## config.mk

```make
export PLATFORM = sky130hd
export DESIGN_NAME = usb_tx_arbiter_flat
export DESIGN_NICKNAME = d
export VERILOG_FILES = /design/src/rtl/usb_tx_arbiter_if.sv /design/src/rtl/usb_tx_arbiter.sv /design/src/flat_wrapper.sv
export SDC_FILE = /design/constraint.sdc
export NUM_CORES = 1
export LEC_CHECK = 0
export CORE_ASPECT_RATIO = 1.4
export CORE_MARGIN = 2
export CORE_UTILIZATION = 30
export CTS_CLUSTER_SIZE = 14
export DETAILED_ROUTE_END_ITERATION = 6
export REMOVE_ABC_BUFFERS = 1
export SLEW_MARGIN = 30
export SYNTH_ARGS = -nofsm -noshare
export SYNTH_HDL_FRONTEND = slang
export SYNTH_SLANG_ARGS = --single-unit
```

## constraint.sdc

```tcl
create_clock -name clk -period 2.6 [get_ports clk]
set_clock_uncertainty 0.1 [all_clocks]
set_input_delay 0.52 -clock clk [delete_from_list [all_inputs] [get_ports clk]]
set_output_delay 0.52 -clock clk [all_outputs]
set_load 0.03 [all_outputs]
```

## src/rtl/usb_tx_arbiter_if.sv

```systemverilog
// rtl/usb_tx_arbiter_if.sv - requester and FIFO write-port bundle for usb_tx_arbiter
interface usb_tx_arbiter_if #(
    parameter int NCH = 4
);
    logic [NCH-1:0]   req;
    logic [NCH*8-1:0] req_len;
    logic [NCH*8-1:0] ch_data;
    logic [NCH-1:0]   ch_dvalid;
    logic [NCH-1:0]   ch_dready;
    logic [NCH-1:0]   grant;
    logic             busy;
    logic             full;
    logic             valid;
    logic [7:0]       dout;

    modport master (
        input  req, req_len, ch_data, ch_dvalid, full,
        output ch_dready, grant, busy, valid, dout
    );

    modport slave (
        output req, req_len, ch_data, ch_dvalid, full,
        input  ch_dready, grant, busy, valid, dout
    );
endinterface

```

## src/rtl/usb_tx_arbiter.sv

```systemverilog
// rtl/usb_tx_arbiter.sv - round-robin framer sharing one USB TX FIFO write port
module usb_tx_arbiter #(
    parameter int         NCH     = 4,
    parameter int         CW      = 2,
    parameter logic [3:0] HDR_TAG = 4'hA
) (
    input  logic              clk,
    input  logic              rst_n,
    usb_tx_arbiter_if.master  bus
);

    typedef enum logic [2:0] {IDLE, HDR, LEN, DATA, DONE} state_t;

    state_t          state, state_nxt;
    logic [CW-1:0]   ptr;
    logic [CW-1:0]   ch_idx;
    logic [CW-1:0]   pick_idx;
    logic            pick_found;
    logic [CW:0]     cand;
    logic [7:0]      len_q;
    logic [7:0]      cnt;
    logic            ob_valid;
    logic [7:0]      ob_data;
    logic            reg_free;
    logic            load;
    logic [7:0]      load_byte;
    logic [7:0]      ch_byte;
    logic            ch_dv;

    // The output register can take a byte when empty or when its byte leaves this edge.
    assign reg_free = !ob_valid || !bus.full;
    assign ch_byte  = bus.ch_data[{ch_idx, 3'b000} +: 8];
    assign ch_dv    = bus.ch_dvalid[ch_idx];

    assign bus.valid = ob_valid;
    assign bus.dout  = ob_data;

    // Scan downward so the last hit is the first requester at or above ptr.
    always_comb begin
        pick_found = 1'b0;
        pick_idx   = '0;
        cand       = '0;
        for (int k = NCH - 1; k >= 0; k--) begin
            cand = {1'b0, ptr} + (CW+1)'(k);
            if (cand >= (CW+1)'(NCH)) begin
                cand = cand - (CW+1)'(NCH);
            end
            if (bus.req[cand[CW-1:0]]) begin
                pick_found = 1'b1;
                pick_idx   = cand[CW-1:0];
            end
        end
    end

    always_ff @(posedge clk or negedge rst_n) begin
        if (!rst_n) begin
            state <= IDLE;
        end else begin
            state <= state_nxt;
        end
    end

    always_comb begin
        state_nxt = state;
        case (state)
            IDLE: if (pick_found) state_nxt = HDR;
            HDR:  if (load) state_nxt = LEN;
            LEN:  if (load) state_nxt = (len_q == 8'd0) ? DONE : DATA;
            DATA: if (load && cnt == 8'd1) state_nxt = DONE;
            DONE: if (!ob_valid) state_nxt = IDLE;
            default: state_nxt = IDLE;
        endcase
    end

    always_comb begin
        bus.ch_dready = '0;
        bus.grant     = '0;
        bus.busy      = (state != IDLE);
        load          = 1'b0;
        load_byte     = 8'h00;
        if (state != IDLE) begin
            bus.grant[ch_idx] = 1'b1;
        end
        case (state)
            HDR: begin
                load      = reg_free;
                load_byte = {HDR_TAG, 4'(ch_idx)};
            end
            LEN: begin
                load      = reg_free;
                load_byte = len_q;
            end
            DATA: begin
                bus.ch_dready[ch_idx] = reg_free;
                load      = reg_free && ch_dv;
                load_byte = ch_byte;
            end
            default: ;
        endcase
    end

    always_ff @(posedge clk or negedge rst_n) begin
        if (!rst_n) begin
            ptr      <= '0;
            ch_idx   <= '0;
            len_q    <= 8'h00;
            cnt      <= 8'h00;
            ob_valid <= 1'b0;
            ob_data  <= 8'h00;
        end else begin
            if (state == IDLE && pick_found) begin
                ch_idx <= pick_idx;
                len_q  <= bus.req_len[{pick_idx, 3'b000} +: 8];
                ptr    <= (pick_idx == CW'(NCH - 1)) ? '0 : pick_idx + 1'b1;
            end
            if (state == LEN && load) begin
                cnt <= len_q;
            end else if (state == DATA && load) begin
                cnt <= cnt - 8'd1;
            end
            if (load) begin
                ob_valid <= 1'b1;
                ob_data  <= load_byte;
            end else if (!bus.full) begin
                ob_valid <= 1'b0;
            end
        end
    end

endmodule

```

## src/flat_wrapper.sv

```systemverilog
// flat-port wrapper written by rule: the top's interface ports become plain ports
module usb_tx_arbiter_flat 
#(
    parameter int         NCH     = 4,
    parameter int         CW      = 2,
    parameter logic [3:0] HDR_TAG = 4'hA
)
  (clk, rst_n, bus_req, bus_req_len, bus_ch_data, bus_ch_dvalid, bus_full, bus_ch_dready, bus_grant, bus_busy, bus_valid, bus_dout);
  usb_tx_arbiter_if #(.NCH(NCH)) bus_i ();
  input  logic clk;
  input  logic rst_n;
  input wire logic [$bits(bus_i.req)-1:0] bus_req;
  input wire logic [$bits(bus_i.req_len)-1:0] bus_req_len;
  input wire logic [$bits(bus_i.ch_data)-1:0] bus_ch_data;
  input wire logic [$bits(bus_i.ch_dvalid)-1:0] bus_ch_dvalid;
  input wire logic [$bits(bus_i.full)-1:0] bus_full;
  output wire logic [$bits(bus_i.ch_dready)-1:0] bus_ch_dready;
  output wire logic [$bits(bus_i.grant)-1:0] bus_grant;
  output wire logic [$bits(bus_i.busy)-1:0] bus_busy;
  output wire logic [$bits(bus_i.valid)-1:0] bus_valid;
  output wire logic [$bits(bus_i.dout)-1:0] bus_dout;
  assign bus_i.req = bus_req;
  assign bus_i.req_len = bus_req_len;
  assign bus_i.ch_data = bus_ch_data;
  assign bus_i.ch_dvalid = bus_ch_dvalid;
  assign bus_i.full = bus_full;
  assign bus_ch_dready = bus_i.ch_dready;
  assign bus_grant = bus_i.grant;
  assign bus_busy = bus_i.busy;
  assign bus_valid = bus_i.valid;
  assign bus_dout = bus_i.dout;
  usb_tx_arbiter #(.NCH(NCH), .CW(CW), .HDR_TAG(HDR_TAG)) u_core (.clk(clk), .rst_n(rst_n), .bus(bus_i));
endmodule
```

==> flow_summary.json <==
{
  "numPortBuffers": 92,
  "crit_family": "buffers and inverters",
  "antenna_found_initial": 0,
  "synth_top_area_share_pct": 35.8,
  "synthXorXnorAreaFrac_pct": 1.57,
  "max-cap-violations": 0,
  "start_util_pct": 30.7,
  "cp_max_fo": 6,
  "ys_async_sr_fraction_pct": 100,
  "viasPerCell": 5.14,
  "synthMuxAreaShare_pct": 15.7,
  "dr.first_iter.drc_count": 102,
  "synth_fa_ha_area_share_pct": 1.12,
  "drive_gt1_share_pct": 10.4,
  "rows": 37,
  "cts_made_buffers": 5,
  "r2r_slack_ns": 0.36,
  "htree_levels": 2,
  "cts_tree": "yes",
  "die_w_um": 76.9,
  "p_sw_mw": 1.52,
  "netlist_area_mm2": 0.00223,
  "areaGrowthSynthToFinish_pct": 53.8,
  "min_path_cells": 2,
  "p_per_area_mw_per_mm2": 1010,
  "placedCellCount": 434,
  "worstSetupEndpointType": "primary output",
  "reg2reg_from": "u_core.ch_idx[0]",
  "ir_drop_mv": 0.352,
  "synthSimpleGateAreaFrac_pct": 19.1,
  "drtAntennaViolNets": 0,
  "swShare_pct": 43.9,
  "nNetsFinal": 421,
  "outcome": "completed",
  "hold_viol": 0,
  "die_y_um": 106,
  "hold_path_end": "u_core.bus.dout[6]",
  "clkPwrFrac_pct": 13.5,
  "cts-resized-gates": 0,
  "required_ns": 1.98,
  "dpl.hpwl_um": 5660,
  "synth_top_area_cell": "dfrtp_1",
  "wirelength_um": 6940,
  "grt_pass1_vias": 2374,
  "setup_viol": 0,
  "hold_buffers": 0,
  "num_io_pins": 93,
  "synth_edf_count": 0,
  "arrival_ns": 1.84,
  "n_fill_cell": 709,
  "mostFrequentLayoutCells": "clkdlybuf4s50_1 (88), dfrtp_1 (32), nor2_1 (25), nand2_1 (25), buf_4 (22)",
  "grt.total_usage_pct": 17.7,
  "dr.pass1.iters": 5,
  "crit_type": "reg2out",
  "max_freq_ghz": 0.407,
  "cts_setup_buffers": 0,
  "ys_seq_elements": 32,
  "slowest_stage": "clkdlybuf4s50_1",
  "yosysWarnings": 0,
  "grt_max_degree": 33,
  "layout.cells.non_filler": 442,
  "ys_seq_area_share_pct": 35.8,
  "synth_top_family_by_area": "compound AO/OA/AOI/OAI gates",
  "hp-start": "u_core.bus.dout[6]",
  "cts.reportedPaths.clkPinSlew_ns": 0.06,
  "via_count": 2271,
  "core-area_mm2": 0.00727,
  "layout_commonest_cell": "clkdlybuf4s50_1",
  "relSlewSlack_pct": 71.6,
  "place_congestion": 0.908,
  "synth_compound_gate_area_share_pct": 22.0,
  "rsz0062_at_grt": "no",
  "maxSlewViolCount": 0,
  "clock-sinks": 32,
  "num_antenna_cells": 0,
  "p_int_mw": 1.95,
  "overflow": 0,
  "cp-start-kind": "flop",
  "tightest_slew_ns": 0.425,
  "grt_pass1_wl_um": 11500,
  "crit_top_cell": "nor3_1",
  "power_frac_comb_pct": 58.0,
  "cts.path.max_buffers": 2,
  "fin_crit_sh_pct": 94.5,
  "synth_area_leaders": "dfrtp_1 (36%), mux2i_1 (6.3%), mux4_1 (5.9%)",
  "period_needed_ns": 2.46,
  "reg2reg_depth": 5,
  "cpPeakStageDelay_ns": 0.71,
  "rr_endpoint": "u_core.bus.dout[5]",
  "leakagePower_nw": 1.41,
  "clk_latency_ns": 0.29,
  "synthCells": 242,
  "die_area_mm2": 0.00816,
  "pwr-share-seq_pct": 28.5,
  "yosysUniqueCellTypes": 42,
  "drc": 0,
  "tns_ns": 0,
  "hold_path_class": "reg2reg",
  "avgSynthCellArea_um2": 9.23,
  "synth_flop_cell": "dfrtp_1",
  "cts_root_buffer": "clkbuf_8",
  "route.detailed.wl_per_inst_um": 15.7,
  "path_buf_inv": 2,
  "worstSetupPathDepth": 4,
  "crit_chain": "nor3_1, buf_4, nor3_1, clkdlybuf4s50_1"
}
==> cells by family after synthesis <==
logic type / count (synthesis)
multiplexers: 23
flip-flops: 32
AND/OR/NAND/NOR: 90
adder cells (fa/ha/maj): 2
XOR/XNOR: 4
buffers and inverters: 22
AO/OA/AOI/OAI: 69
==> per-stage QoR <==
step                hold slack (ns)  util, %  area [um^2]  setup WS, ns  power [mW]
detailed placement            0.373     45.8         3330        0.0517        3.02
global route                  0.409     47.3         3440        0.0949        3.72
CTS                           0.387     47.3         3440         0.147        3.50
global placement              0.368     45.8         3330         0.101        2.99
finish                        0.379     47.3         3440         0.142        3.47
floorplan                     0.124        -         2160         0.137        2.18
==> synthesized netlist by cell type (all sizes together), types with 2 or more instances <==
| library cell | instances |
|---|---|
| a211o | 8 |
| a21oi | 10 |
| a221o | 7 |
| buf | 9 |
| clkbuf | 6 |
| dfrtp | 32 |
| ha | 2 |
| inv | 6 |
| mux2i | 14 |
| mux4 | 8 |
| nand2 | 25 |
| nand2b | 5 |
| nand3 | 8 |
| nand4 | 8 |
| nor2 | 25 |
| nor3 | 8 |
| nor4 | 4 |
| o211ai | 9 |
| o21ai | 12 |
| o22ai | 3 |
| o31ai | 13 |
| or2 | 2 |
| or4 | 2 |
| xor2 | 3 |
==> routing by layer <==
layer / wire [um] / share of wire, % / GRT usage, %
met5: 0 / 0 / 0
met4: 118 / 1.7 / 6.49
met3: 390 / 5.6 / 3.90
met2: 3700 / 53 / 33.4
met1: 2730 / 39 / 18.9
==> registers in the layout (all words and copies together) (netlist names) <==
name / cells
u_core.bus.dout: 8
u_core.cnt: 8
u_core.len_q: 8
u_core.state: 3
u_core.ch_idx: 2
u_core.ptr: 2
u_core.bus.valid: 1
==> worst max path at each step <==
stage	endpoint	start	slack [ns]
floorplan	u_core.len_q[1]	bus_req[2]	0.14
global placement	u_core.bus.dout[6]	bus_ch_dvalid[1]	0.10
detailed placement	u_core.bus.dout[4]	bus_ch_dvalid[3]	0.05
CTS	bus_grant[0]	u_core.state[0]	0.15
global route	bus_grant[0]	u_core.state[0]	0.09
finish	bus_grant[0]	u_core.state[0]	0.14
==> cell type report <==
cell class                      count  area [um^2]  share of cell area, %
Multi-Input combinational cell    188         1330                   38.8
Timing Repair Buffer              110         1050                   30.4
Clock buffer                        6         72.6                   2.11
Clock inverter                      2         35.0                   1.02
Inverter                            7         26.3                  0.765
Tap cell                           97          121                   3.53
Sequential cell                    32          801                   23.3
==> tightest hold or removal path, stage by stage (launching register included) <==
cell	delay (ns)
dfrtp_1	0.34
nand2_1	0.05
o31ai_1	0.05
==> power by group through the flow <==
| stage | logic [mW] | registers, mW | clock network [mW] |
|---|---|---|---|
| floorplan | 1.10 | 1.09 | 0 |
| global placement | 2.00 | 0.993 | 0 |
| detailed placement | 2.03 | 0.997 | 0 |
| CTS | 2.03 | 0.992 | 0.479 |
| global route | 2.19 | 1.03 | 0.503 |
| finish | 2.01 | 0.991 | 0.468 |
No activity file was read; power rests on OpenSTA's default activity.
